--- src/rtl/stream_to_axi_pkg.sv ---
// Shared types and constants for the stream-to-AXI record replayer.
// Header layout: addr in [ADDR_W-1:0], len and is_write placed directly above it.
package stream_to_axi_pkg;

    typedef enum logic [2:0] {
        StIdle,
        StAw,
        StW,
        StB,
        StAr,
        StR,
        StDrain
    } state_e;

    // Header field offsets, relative to the top of the address field.
    localparam int unsigned HDR_LEN_REL = 0;
    localparam int unsigned HDR_LEN_W   = 8;
    localparam int unsigned HDR_WR_REL  = 8;

    localparam logic [1:0] RESP_OKAY  = 2'b00;
    localparam logic [1:0] BURST_INCR = 2'b01;

    function automatic logic [2:0] axi_size(input int unsigned data_w);
        return 3'($clog2(data_w / 8));
    endfunction

endpackage

--- src/rtl/stream_to_axi.sv ---
// Replays packed stream records (header + write data) as single AXI4 bursts.
// Define STREAM_TO_AXI_ERRCNT_EN to add the saturating per-transaction error counter.
module stream_to_axi
    import stream_to_axi_pkg::*;
#(
    parameter int unsigned DATA_W = 64,
    parameter int unsigned ADDR_W = 32,
    parameter int unsigned CNT_W  = 16
) (
    input  logic                  aclk,
    input  logic                  areset,

    input  logic [DATA_W-1:0]     s_axis_tdata,
    input  logic                  s_axis_tvalid,
    output logic                  s_axis_tready,
    input  logic                  s_axis_tlast,

    output logic [ADDR_W-1:0]     m_axi_awaddr,
    output logic [7:0]            m_axi_awlen,
    output logic [2:0]            m_axi_awsize,
    output logic [1:0]            m_axi_awburst,
    output logic                  m_axi_awvalid,
    input  logic                  m_axi_awready,

    output logic [DATA_W-1:0]     m_axi_wdata,
    output logic [DATA_W/8-1:0]   m_axi_wstrb,
    output logic                  m_axi_wlast,
    output logic                  m_axi_wvalid,
    input  logic                  m_axi_wready,

    input  logic [1:0]            m_axi_bresp,
    input  logic                  m_axi_bvalid,
    output logic                  m_axi_bready,

    output logic [ADDR_W-1:0]     m_axi_araddr,
    output logic [7:0]            m_axi_arlen,
    output logic [2:0]            m_axi_arsize,
    output logic [1:0]            m_axi_arburst,
    output logic                  m_axi_arvalid,
    input  logic                  m_axi_arready,

    input  logic [DATA_W-1:0]     m_axi_rdata,
    input  logic [1:0]            m_axi_rresp,
    input  logic                  m_axi_rlast,
    input  logic                  m_axi_rvalid,
    output logic                  m_axi_rready,

    output logic                  busy,
    output logic                  proto_err,
    output logic                  resp_err
`ifdef STREAM_TO_AXI_ERRCNT_EN
    ,
    output logic [CNT_W-1:0]      err_count
`endif
);

    if (DATA_W < ADDR_W + 9 || CNT_W == 0) begin : g_bad_param
        $error("stream_to_axi: DATA_W must be >= ADDR_W+9 and CNT_W nonzero");
    end

    state_e            state_q, state_d;
    logic [ADDR_W-1:0] addr_q, addr_d;
    logic [7:0]        len_q, len_d;
    logic [7:0]        cnt_q, cnt_d;
    logic              hdr_last_q, hdr_last_d;
    logic              pad_q, pad_d;
    logic              drain_q, drain_d;
    logic              proto_err_q, resp_err_q;
    logic              proto_set, resp_set;

    logic [ADDR_W-1:0] hdr_addr;
    logic [7:0]        hdr_len;
    logic              hdr_wr;
    logic              unused_rdata;

    assign hdr_addr     = s_axis_tdata[ADDR_W-1:0];
    assign hdr_len      = s_axis_tdata[ADDR_W+HDR_LEN_REL +: HDR_LEN_W];
    assign hdr_wr       = s_axis_tdata[ADDR_W+HDR_WR_REL];
    assign unused_rdata = ^m_axi_rdata;

    assign m_axi_awaddr  = addr_q;
    assign m_axi_awlen   = len_q;
    assign m_axi_awsize  = axi_size(DATA_W);
    assign m_axi_awburst = BURST_INCR;
    assign m_axi_araddr  = addr_q;
    assign m_axi_arlen   = len_q;
    assign m_axi_arsize  = axi_size(DATA_W);
    assign m_axi_arburst = BURST_INCR;

    assign busy      = (state_q != StIdle);
    assign proto_err = proto_err_q;
    assign resp_err  = resp_err_q;

    always_comb begin
        state_d       = state_q;
        addr_d        = addr_q;
        len_d         = len_q;
        cnt_d         = cnt_q;
        hdr_last_d    = hdr_last_q;
        pad_d         = pad_q;
        drain_d       = drain_q;
        proto_set     = 1'b0;
        resp_set      = 1'b0;
        s_axis_tready = 1'b0;
        m_axi_awvalid = 1'b0;
        m_axi_wvalid  = 1'b0;
        m_axi_wdata   = '0;
        m_axi_wstrb   = '0;
        m_axi_wlast   = 1'b0;
        m_axi_bready  = 1'b0;
        m_axi_arvalid = 1'b0;
        m_axi_rready  = 1'b0;

        unique case (state_q)
            StIdle: begin
                // Ready is forced low while reset is held so no beat is taken mid-reset.
                s_axis_tready = ~areset;
                if (s_axis_tvalid && s_axis_tready) begin
                    addr_d     = hdr_addr;
                    len_d      = hdr_len;
                    hdr_last_d = s_axis_tlast;
                    drain_d    = 1'b0;
                    pad_d      = hdr_wr & s_axis_tlast;
                    proto_set  = hdr_wr & s_axis_tlast;
                    state_d    = hdr_wr ? StAw : StAr;
                end
            end
            StAw: begin
                m_axi_awvalid = 1'b1;
                if (m_axi_awready) begin
                    cnt_d   = '0;
                    state_d = StW;
                end
            end
            StW: begin
                m_axi_wlast = (cnt_q == len_q);
                if (pad_q) begin
                    m_axi_wvalid = 1'b1;
                end else begin
                    m_axi_wvalid  = s_axis_tvalid;
                    s_axis_tready = m_axi_wready;
                    m_axi_wdata   = s_axis_tdata;
                    m_axi_wstrb   = '1;
                end
                if (m_axi_wvalid && m_axi_wready) begin
                    cnt_d = cnt_q + 8'd1;
                    if (m_axi_wlast) begin
                        state_d = StB;
                        if (!pad_q && !s_axis_tlast) begin
                            proto_set = 1'b1;
                            drain_d   = 1'b1;
                        end
                    end else if (!pad_q && s_axis_tlast) begin
                        proto_set = 1'b1;
                        pad_d     = 1'b1;
                    end
                end
            end
            StB: begin
                m_axi_bready = 1'b1;
                if (m_axi_bvalid) begin
                    resp_set = (m_axi_bresp != RESP_OKAY);
                    state_d  = drain_q ? StDrain : StIdle;
                end
            end
            StAr: begin
                m_axi_arvalid = 1'b1;
                if (m_axi_arready) begin
                    state_d = StR;
                end
            end
            StR: begin
                m_axi_rready = 1'b1;
                if (m_axi_rvalid) begin
                    resp_set = (m_axi_rresp != RESP_OKAY);
                    if (m_axi_rlast) begin
                        proto_set = ~hdr_last_q;
                        state_d   = hdr_last_q ? StIdle : StDrain;
                    end
                end
            end
            StDrain: begin
                s_axis_tready = 1'b1;
                if (s_axis_tvalid && s_axis_tlast) begin
                    state_d = StIdle;
                end
            end
            default: state_d = StIdle;
        endcase
    end

    always_ff @(posedge aclk or posedge areset) begin
        if (areset) begin
            state_q     <= StIdle;
            addr_q      <= '0;
            len_q       <= '0;
            cnt_q       <= '0;
            hdr_last_q  <= 1'b0;
            pad_q       <= 1'b0;
            drain_q     <= 1'b0;
            proto_err_q <= 1'b0;
            resp_err_q  <= 1'b0;
        end else begin
            state_q     <= state_d;
            addr_q      <= addr_d;
            len_q       <= len_d;
            cnt_q       <= cnt_d;
            hdr_last_q  <= hdr_last_d;
            pad_q       <= pad_d;
            drain_q     <= drain_d;
            proto_err_q <= proto_err_q | proto_set;
            resp_err_q  <= resp_err_q | resp_set;
        end
    end

`ifdef STREAM_TO_AXI_ERRCNT_EN
    logic             txn_err_q, txn_err_d;
    logic [CNT_W-1:0] err_cnt_q, err_cnt_d;

    // Errors are collected per transaction and counted once on the return to idle.
    always_comb begin
        txn_err_d = txn_err_q | proto_set | resp_set;
        err_cnt_d = err_cnt_q;
        if (state_q == StIdle) begin
            txn_err_d = proto_set;
        end else if (state_d == StIdle) begin
            txn_err_d = 1'b0;
            if ((txn_err_q | proto_set | resp_set) && (err_cnt_q != '1)) begin
                err_cnt_d = err_cnt_q + CNT_W'(1);
            end
        end
    end

    always_ff @(posedge aclk or posedge areset) begin
        if (areset) begin
            txn_err_q <= 1'b0;
            err_cnt_q <= '0;
        end else begin
            txn_err_q <= txn_err_d;
            err_cnt_q <= err_cnt_d;
        end
    end

    assign err_count = err_cnt_q;
`endif

endmodule

--- config.mk ---
export PLATFORM = sky130hd
export DESIGN_NAME = stream_to_axi
export DESIGN_NICKNAME = d
export VERILOG_FILES = /design/src/rtl/stream_to_axi_pkg.sv /design/src/rtl/stream_to_axi.sv
export SDC_FILE = /design/constraint.sdc
export NUM_CORES = 1
export LEC_CHECK = 0
export CAP_MARGIN = 30
export CORE_AREA = 2 2 121 123
export DETAILED_ROUTE_END_ITERATION = 8
export DIE_AREA = 0 0 123 125
export GPL_TIMING_DRIVEN = 0
export PLACE_DENSITY = 0.67
export SYNTH_ARGS = -nofsm -noshare
export SYNTH_HDL_FRONTEND = slang
export SYNTH_SLANG_ARGS = --single-unit
--- constraint.sdc ---
create_clock -name aclk -period 4.4 [get_ports aclk]
set_input_delay 0.66 -clock aclk [delete_from_list [all_inputs] [get_ports aclk]]
set_output_delay 0.66 -clock aclk [all_outputs]
set_load 0.05 [all_outputs]
Word-level counts from Yosys, hierarchy flattened
Index checks and enable logic that the tools add are counted.
{ "classes": {"addsub": 1, "n_mul": 0, "div_mod_pow": 0, "order_cmp": 0, "eq_ne": 19, "shifts": 0, "mux": 51, "bitwise_logic": 5, "reduce_logical": 18} }
{ "op_table": {"columns": ["operator", "n"], "rows": [
  ["$mux W64", 2],
  ["$mux W3", 12],
  ["$mux W8", 4],
  ["$mux W1", 26],
  ["$ne A2 B2 Y1 const B", 12],
  ["$pmux W3 S7", 1],
  ["$pmux W8 S2", 1],
  ["$reduce_and A5 Y1", 2],
  ["$eq A3 B3 Y1 const B", 3],
  ["$reduce_and A9 Y1", 1],
  ["$add A8 B1 Y8 const B", 1],
  ["$eq A8 B8 Y1", 1],
  ["$reduce_bool A2 Y1", 4],
  ["$eq A3 B2 Y1 const B", 2],
  ["$pmux W1 S2", 3],
  ["$pmux W1 S3", 2],
  ["$logic_and A1 B1 Y1", 5],
  ["$eq A3 B1 Y1 const B", 1],
  ["$logic_not A3 Y1", 1],
  ["$reduce_and A3 Y1", 1],
  ["$reduce_bool A3 Y1", 1],
  ["$logic_not A1 Y1", 2],
  ["$not A1 Y1", 2],
  ["$or A1 B1 Y1", 2],
  ["2 further kinds", 2]
]} }
{ "totals": {"register_bits": 56, "latch_bits": 0, "ramBits": 0, "mem_bits_ro": 0, "in_bits": 142, "output_inout_bits": 172, "word_cells": 103, "mem_count": 0} }

Logic depth before layout (Yosys ltp)
Gate-level depths: netlist of run 1.
{ "depth": {"word_depth": 7, "mapped_depth": 7, "mapped_depth_nobuf": 5} }

Least setup slack after synthesis of run 1
OpenSTA, ideal clock, no wires.
{ "synth_path": {"path_type": "register -> output", "start": "register len_q[2] (netlist: m_axi_arlen[2])", "end": "output port m_axi_wlast", "arrival_ps": 2338, "required_ps": 3740, "setup_slack_ps": 1402, "stages_incl_launch_ff": 5, "path_buffers": 0, "path_cell_list": "dfrtp_1 xor2_1 nor4_4 nand2_2 nor3_1"} }
{ "synth_between": {"elab_chain_cells": 2} }
{ "synth_lines": {"columns": ["item", "line_no", "rtl"], "rows": [
  ["start: declaration", "stream_to_axi.sv:63", "logic [7:0] len_q, len_d;"],
  ["start signal: assignment", "stream_to_axi.sv:206", "len_q <= len_d;"],
  ["$eq A8 B8 Y1", "stream_to_axi.sv:136", "m_axi_wlast = (cnt_q == len_q);"],
  ["$mux W1", "stream_to_axi.sv:114", "unique case (state_q)"],
  ["end: declaration", "stream_to_axi.sv:27", "output logic m_axi_wlast,"]
]} }
Every way passes these cells.

Worst setup path after layout of run 1
{ "layout_path": {"start": "register state_q[0]", "end": "output port m_axi_wdata[15]"} }
{ "layout_between": {"elab_chain_cells": 2} }
{ "layout_lines": {"columns": ["item", "line_no", "rtl"], "rows": [
  ["start: declaration", "stream_to_axi.sv:61", "state_e state_q, state_d;"],
  ["start signal: assignment", "stream_to_axi.sv:194", "state_q <= StIdle;"],
  ["start signal: assignment", "stream_to_axi.sv:204", "state_q <= state_d;"],
  ["$eq A3 B2 Y1", "stream_to_axi.sv:114", null],
  ["$mux W64", "stream_to_axi.sv:114", null],
  ["end: declaration", "stream_to_axi.sv:25", "output logic [DATA_W-1:0] m_axi_wdata,"]
]} }
Every way passes these cells.

==> summary.txt, run 1 <==
Run status
  • Status: completed

Critical path
  • Slowest CP cell: clkdlybuf4s50_1
  • Worst Path Class, Setup: flop to output pin
  • Largest fanout on the critical path: 10
  • CP endpoint: m_axi_wdata[15]
  • Reg2reg path depth: 5
  • CP required: 3740 ps
  • CP startpoint kind: flop
  • RR Startpoint: state_q[0]
  • Critical Path Sink Type: output pin
  • Worst path max stage delay: around 800 ps
  • Crit path launch: state_q[0]
  • Worst r2r dst: proto_err
  • CP cell instances: nand2b_1 > nor3_1 > buf_2 > clkbuf_1 > and2_1 > clkdlybuf4s50_1
  • WP data arrival: 3300 ps
  • Flop-to-flop setup slack: roughly 2400 ps

Pwr
  • Portion of total power attributed to sequential cells: a little under a fifth
  • Net Sw Frac: a little over half
  • Power per standard cell area: about 810 nW/um^2
  • Clock share of power: 9.1%
  • VDD IR max: 0.000427 V
  • NetSw: approximately 2.8 mW
  • Pint: ~2.4 mW
  • Power Total: 5.16 mW
  • Total leakage power: 2.87 nW
  • Comb pwr share: 72.1%

STA
  • Tmin final: roughly 4000 ps
  • Worst hold margin: approximately 500 ps
  • Final Slew Violations: 0
  • Hold Vio Cnt, Final: 0
  • Tightest Pin Transition: about 630 ps
  • Relative slew slack: between 50 and 60%
  • Tcrit/Tclk final: around nine tenths
  • Fmax: between 200 and 300 MHz
  • Setup TNS: 0 ps
  • Worst Skew: approximately 5.3 ps
  • Final setup fails: 0
  • RSZ-0062 raised after global routing: false

Clock tree
  • Clk sink count: 56
  • Reg clk slew, reported paths: approximately 60 ps
  • Cts repair resizes: 0
  • Post-CTS Hold Fix Bufs: 0
  • Clock root cell: clkbuf_16
  • Worst-Skew Late Latency: 280 ps
  • H-tree levels: 2
  • Post-CTS Setup Repair Bufs: 0
  • Max Buffers Root-to-Sink: 2
  • CTS Buf Count: 5
  • CTS tree: yes

Yosys
  • Post-synthesis sequential area ratio: between 40% and 50%
  • Top cells by area, synth: dfrtp_1 (40%), nand2_1 (14%), buf_4 (12%), and2_1 (12%), xor2_1 (2.8%)
  • Yosys reg bits: between 50 and 60
  • Biggest area consumer among synthesized cells: dfrtp_1
  • Main combinational cell family by area after synthesis: simple AND/OR/NAND/NOR gates
  • YS warnings: 0
  • Yosys cell types: 43
  • Post-synthesis xor/xnor area fraction: around 3.3%
  • Mapped Cells: between 400 and 500
  • Prevailing post-synth register cell: dfrtp_1
  • Post-synth top area share: roughly 40%
  • Post-synthesis mux area share: 0.646%
  • Most frequent cells after synthesis: nand2_1 (132), and2_1 (67), buf_4 (57)
  • Post-synthesis compound-gate area fraction: 5.45%
  • Most common cell in the netlist: nand2_1
  • Post-synth EDFFs: 0
  • Synth Area in Adders: 0.359%
  • Mapped Area: 3490 sq um
  • Post-synthesis async set-or-reset flop share: between 90% and 100%
  • Mean Syn Cell Area: ~8 sq um
  • Synth Area in Simple Gates: around 34%

Routing
  • DRT iter0 DRCs: 79
  • Number of nets still failing antenna checks after routing: 0
  • DR WL/cell: between 10 and 15 um
  • Pre-antenna DRT Iters: 4
  • DRC viols: 0
  • Via/cell ratio: 4.17
  • Vias: 3625
  • Drt total wl: between 10 and 15 mm

Worst hold path
  • Hold Path Class: flop to flop

Layout
  • Layout Nets: slightly above 800
  • Layout cells sized above 1: around an eighth
  • Area Overhead vs Synth: 81.9%
  • Layout Utilization: between 40% and 50%
  • Antenna Cells: 0

Placed design
  • Port Buf Inserts: 239
  • Detailed Place HPWL: about 9.6 mm
  • Routability congestion estimate: ~0.86

Floorplan
  • Die H: about 130 um
  • Core ar.: approximately 14000 sq um
  • Core Rows: 44
  • Initial Util: between 20% and 30%
  • Die Span X: between 100 and 150 um
  • IO Count: about 310
  • Die area: 15400 sq um

Global route
  • Gr usage total: ~15%
  • Largest net degree at the start of global routing: 30
  • Gr ovfl total: 0
  • Initial antenna violation count: 0
  • Global-route wire length before repair: about 18 mm
  • Vias in the first global route: roughly 3500

Job
  • Number of max-cap violations: 0
==> flip-flops by register name, summed over array words and instances, names as in the netlist <==
signal        cells
m_axi_araddr     32
cnt_q             8
m_axi_arlen       8
state_q           3
drain_q           1
hdr_last_q        1
pad_q             1
proto_err         1
resp_err          1
==> routing by layer <==
layer  share of wire (%)  track usage, %  wire length (um)  vias to the layer above
met5                   0               0                 0                        -
met4                 1.1            3.07               132                        0
met3                 8.1            2.97               948                       10
met2                  51            26.8              5940                      157
met1                  40            17.8              4740                     1655
li1                    -               -                 -                     1803
==> stage by stage <==
step	worst slack (ps)	std cells	area, sq um
6_report	437	869	6340
3_3_place_gp	639	860	6140
5_1_grt	126	869	6340
4_1_cts	307	869	6340
3_5_place_dp	626	861	6160
2_1_floorplan	1400	437	3520
==> logic make-up (layout without fill, tap and decap cells) <==
family                   count (synthesis)  in the layout
AND/OR/NAND/NOR                        243            243
buffers and inverters                   84            332
flip-flops                              56             56
AO/OA/AOI/OAI                           28             28
XOR/XNOR                                13             13
other                                    2             10
multiplexers                             2              2
adder cells (fa/ha/maj)                  1              1
==> how the worst min path moves through the flow <==
stage,endpoint,cells after the start,startpoint
after detailed placement,resp_err,1,resp_err
after global placement,resp_err,1,resp_err
final,resp_err,1,resp_err
after global routing,m_axi_araddr[7],2,m_axi_araddr[7]
after floorplan,cnt_q[1],2,cnt_q[1]
after CTS,resp_err,1,resp_err
==> power groups by stage <==
stage	sequential [mW]	clock (mW)	combinational, mW
after floorplan	1.53	0	1.96
after global placement	0.979	0	3.71
after detailed placement	0.988	0	3.74
after CTS	0.982	0.489	3.75
after global routing	1.01	0.507	3.91
final	0.973	0.467	3.72
==> cell type report <==
class,instances,area [sq um]
fill,1376,7860
clock inverter,1,30.0
sequential,56,1400
tap,184,230
timing repair buffer,240,2410
buffer,79,526
multi-input combinational,297,1570
clock buffer,7,153
inverter,5,18.8
==> layout by cell type (no fill, tap or decap), types with 3 or more instances in the layout <==
master / netlist / layout
conb_1: 2 / 10
clkbuf_16: 0 / 5
a21oi_1: 6 / 6
inv_1: 5 / 4
nand4_1: 3 / 3
or3_1: 4 / 4
buf_4: 57 / 57
nand3_1: 4 / 4
nor2_1: 8 / 8
nor3_1: 5 / 5
dfrtp_1: 56 / 56
o21ai_0: 8 / 8
buf_2: 12 / 12
nand3b_1: 3 / 3
clkbuf_1: 9 / 9
clkdlybuf4s50_1: 0 / 239
xor2_1: 11 / 11
and2_1: 67 / 67
nand2b_1: 4 / 4
nand2_1: 132 / 132
==> critical path: cells and delay by family (launching register included) <==
| kind | cells | cell delay, ps |
|---|---|---|
| buffers and inverters | 3 | 1590 |
| flip-flops | 1 | 480 |
| AND/OR/NAND/NOR | 3 | 940 |
(Power assumes the default switching activity.)
==> run 2, diff against run 1 <==
==> constraint.sdc (replaced) <==
create_clock -name aclk -period 4.4 [get_ports aclk]
set_input_delay 0.44 -clock aclk [delete_from_list [all_inputs] [get_ports aclk]]
set_output_delay 0.44 -clock aclk [all_outputs]
set_load 0.05 [all_outputs]
==> results of run 2 <==
The final DEF is identical to that of run 1. Status: completed.
Main changes from that run: setup slack after placement 626 ps -> 846 ps; setup slack after layout 437 ps -> 657 ps
==> edit 1: new RTL, settings of run 1 <==
Set the parameter `DATA_W` to 56 (it was 64).
--- a/src/rtl/stream_to_axi.sv
+++ b/src/rtl/stream_to_axi.sv
@@ -5,3 +5,3 @@
 #(
-    parameter int unsigned DATA_W = 64,
+    parameter int unsigned DATA_W = 56,
     parameter int unsigned ADDR_W = 32,
Ports: changed (resized m_axi_rdata, m_axi_wdata, m_axi_wstrb and s_axis_tdata); port bits go from 314 to 289. No check against the original RTL was run, so the function may have changed too.
==> edit 1 against run 1 <==
  * Area after synthesis hardly changed
  * Worst setup slack lost 14 ps
  * Global-route usage decreased by 0.18 points
  * Sequential cell count unchanged
  * Hold slack lost 12 ps
  * Final cell count down 3.1%
  * Largest power group unchanged
  * Via count fell by 2.7%
  * Clock skew shrank 1.1 ps
  * Power down 1.1%
  * First-iteration DRC count increased by 16%
  * Wire length decreased by 0.96%
  * Design area down 3.4%
==> edit 1: results (changes against run 1) <==
| Metric | Value |
|---|---|
| Clk slew on worst S/H paths | `approximately 70 ps` |
| # diodes | `0 (unchanged)` |
| Main synth FF type | `dfrtp_1` |
| DPL Wire Length | `9.27 mm (-3.0%)` |
| Share of layout cells above drive strength 1 | `0.132 (+0.00813)` |
| Initial DRC count | `92 (+16%)` |
| Post-synthesis sequential area ratio | `0.402 (about the same)` |
| Met1 GRT Util | `0.175 (-0.00305)` |
| Storage cell area | `1400 µm² (unchanged)` |
| Root Driver | `clkbuf_16` |
| GRT Overall Usage | `0.146 (-0.00176)` |
| Async SR Flop Fraction | `1.00 (unchanged)` |
| Largest net degree at the start of global routing | `39 (+30%)` |
| Detail Route met3 WL | `855 µm (-9.8%)` |
| Max VDD drop | `455 µV (+6.6%)` |
| Synth cell count leaders | `134 x nand2_1, 57 x buf_4, 56 x and2_1, 56 x dfrtp_1, 11 x xor2_1` |
| Outcome | `finished clean` |
| Post-Synth XOR/XNOR Area | `0.0326 (about the same)` |
| Hold/Removal Path Class | `register to register` |
| WL met2 | `5.90 mm (-0.61%)` |
| Net count reported at finish | `785 (-5.1%)` |
| Num CTS Buffers | `5 (unchanged)` |
| Final setup fails | `0 (unchanged)` |
| Post CTS Setup Buffer Count | `0 (unchanged)` |
| Placed insts | `835 (-3.0%)` |
| M1 WL | `4.80 mm (+1.3%)` |
| Top post-synthesis cells by area | `dfrtp_1 40%, nand2_1 14%, buf_4 12%, and2_1 10%, xor2_1 2.8%` |
| DRT Pass-1 Iters | `4 (unchanged)` |
| YS warnings | `0 (unchanged)` |
| Global-route wire length before repair | `18.0 mm (-1.3%)` |
| Via Count | `3526 (-2.7%)` |
| Static leakage | `2.77 nW (-3.4%)` |
| Distinct cells, synth | `49 (+14%)` |
| # fillers | `1394 (+1.3%)` |
| CP max stage delay | `810 ps` |
| Slew HR | `0.523 (-0.0550)` |
| Mux cell area share after synthesis | `0.00610 (-0.000361)` |
| Largest family of logic cells by synthesized area | `simple AND/OR/NAND/NOR gates` |
| Max Buffers Root-to-Sink | `2 (unchanged)` |
| Clk_lat worst skew | `280 ps (about the same)` |
| Adder-Cell Fraction of Synth Area | `0.00359 (about the same)` |
| DR WL/cell | `13.8 µm (+2.2%)` |
| CP max-delay cell | `clkdlybuf4s50_1` |
| Kind of cell adding the most delay to the critical path | `buffers and inverters` |
| Grt met2 use | `0.263 (-0.00520)` |
| Area after DPL | `5990 µm² (-2.7%)` |
| Gpl congestion | `0.782 (-9.6%)` |
| Hold Path Depth | `1 (unchanged)` |
| Max FFs per register | `32 (unchanged)` |
| Pre-CTS WS | `664 ps (+37.9 ps)` |
| Syn Inst Count | `420 (-2.1%)` |
| Worst clock skew | `4.20 ps (-1.10 ps)` |
| M3 GR Usage | `0.0365 (+0.00684)` |
| Vias per cell | `4.19 (+0.39%)` |
| Worst EP arrival | `3320 ps (+20 ps)` |
| Synth Area in Compound Gates | `0.0653 (+0.0107)` |
| IO Port Bufs | `222 (-7.1%)` |
| Worst reg-to-reg path cell count | `5 (unchanged)` |
[edit 1: final cells by class]
cell class / count / area share
repair buffers: 223 / 0.366
clock inverters: 1 / 0.000817
flip-flops and latches: 56 / 0.229
clock buffers: 6 / 0.0210
plain buffers: 76 / 0.0899
inverters: 8 / 0.00531
multi-input cells: 288 / 0.251
well taps: 184 / 0.0376
[edit 1: worst paths after layout]
check	start	end	slack (ps)
max in group asynchronous	areset	m_axi_araddr[30]	3090
min	proto_err	proto_err	470
max reg2reg	m_axi_arlen[0]	state_q[2]	2440
min in group asynchronous	areset	state_q[1]	750
min reg2reg	proto_err	proto_err	470
max	state_q[0]	m_axi_wdata[6]	420
[edit 1: power breakdown]
part           switching [W]  leakage, nW  internal, W
sequential          0.000230        0.702     0.000736
combinational        0.00241         2.00      0.00134
clock               0.000176       0.0667     0.000208
total                0.00282         2.77      0.00229
==> edit 2: new RTL, flow settings as in run 1 <==
Made on the original files. `addr_q` no longer has a reset.
--- a/src/rtl/stream_to_axi.sv
+++ b/src/rtl/stream_to_axi.sv
@@ -194,3 +194,2 @@
             state_q     <= StIdle;
-            addr_q      <= '0;
             len_q       <= '0;
@@ -204,3 +203,2 @@
             state_q     <= state_d;
-            addr_q      <= addr_d;
             len_q       <= len_d;
@@ -213,2 +211,6 @@
         end
+    end
+
+    always_ff @(posedge aclk) begin
+        addr_q <= addr_d;
     end
Function: differs if areset is asserted again (counterexample within 4 cycles, from zero or initial values and one cycle with areset high); with areset held inactive, the same outputs for 4 cycles.
==> edit 2 against run 1 <==
  * Sequential cell count unchanged
  * Power decreased by 33%
  * Wire length decreased by 8.3%
  * Worst setup slack improved by 37 ps
  * Register-to-register slack got worse by 240 ps
  * Critical path depth decreased by 1
  * Largest cell class unchanged
  * Clock power decreased by 10%
  * Design area decreased by 3.7%
  * Die area unchanged
  * Area after synthesis decreased by 6.2%
  * Non-clock buffer count decreased by 7
==> edit 2: results (changes against run 1) <==
| Metric | Value |
|---|---|
| Top post-synthesis cells by area | `edfxtp_1 29%, dfrtp_1 18%, buf_4 13%, and2_1 13%, nand2_1 4.2%` |
| Clk network pwr share | `0.121 (+0.030)` |
| Static leakage | `2.48 nW (-13%)` |
| Outcome | `finished clean` |
| Multi-input combinational area share | `0.201 (-0.0470)` |
| Global-route wire length before repair | `16.1 mm (-12%)` |
| Post-synthesis sequential area ratio | `0.477 (+0.0755)` |
| Inverters | `6 (+1)` |
| Mux cell area share after synthesis | `0.00994 (+0.00349)` |
| Number of non-clock buffers | `312 (-2.2%)` |
| GRT Overall Usage | `0.133 (-0.0151)` |
| Largest net degree at the start of global routing | `34 (+13%)` |
| Worst clock skew | `7.52 ps (+2.23 ps)` |
| Share of layout cells above drive strength 1 | `0.126 (+0.00176)` |
| Synth Area in Compound Gates | `0.0620 (+0.00743)` |
| Adder-Cell Fraction of Synth Area | `0.00382 (+0.000237)` |
| Seq pwr | `0.000790 W (-19%)` |
| M3 GR Usage | `0.0351 (+0.00547)` |
| Met1 GRT Util | `0.137 (-0.0415)` |
| Sw Share | `0.500 (-0.0411)` |
| Synth cell count leaders | `66 x and2_1, 58 x buf_4, 37 x nand2_1` |
| Storage cell area | `1560 µm² (+11%)` |
| Via Count | `3176 (-12%)` |
| # fillers | `1354 (-1.6%)` |
| Clk tree area frac | `0.0258 (-0.00299)` |
| Slew HR | `0.501 (-0.0772)` |
| Async SR Flop Fraction | `0.429 (-0.571)` |
| Final WL | `10.8 mm (-8.3%)` |
| Placed insts | `764 (-11%)` |
| Worst EP arrival | `3270 ps (-30 ps)` |
| Area after DPL | `5950 µm² (-3.4%)` |
| Grt met2 use | `0.263 (-0.00585)` |
| Distinct cells, synth | `42 (-2.3%)` |
| Vias per cell | `4.11 (-1.4%)` |
| Psw | `0.00174 W (-38%)` |
| IO Port Bufs | `238 (-0.42%)` |
| Net count reported at finish | `730 (-12%)` |
| Gpl congestion | `0.838 (-3.1%)` |
| Max VDD drop | `363 µV (-15%)` |
| Clock buffers | `8 (+1)` |
edit 2: cell count changes after synthesis, moves of 6 or more:
cell,delta
buf_2,-10
nand2_1,-95
edfxtp_1,+32
dfrtp_1,-32
nor2_1,+6
edit 2: final timing paths:
check	end	slack, ps	from	depth (start not counted)
max in group asynchronous	cnt_q[1]	3090	areset	3
min in group asynchronous	cnt_q[5]	840	areset	2
worst min-delay path	resp_err	480	resp_err	2
worst max-delay path	m_axi_wdata[24]	470	state_q[2]	5
worst min register to register	resp_err	480	resp_err	2
worst max register to register	state_q[1]	2150	m_axi_arlen[0]	5
edit 2: logic make-up (layout without fill, tap and decap cells):
group	Yosys count	count (layout)
XOR/XNOR	14	14
AND/OR/NAND/NOR	148	148
flip-flops	56	56
multiplexers	3	3
buffers and inverters	78	326
AO/OA/AOI/OAI	30	30
other	2	10
adder cells (fa/ha/maj)	1	1
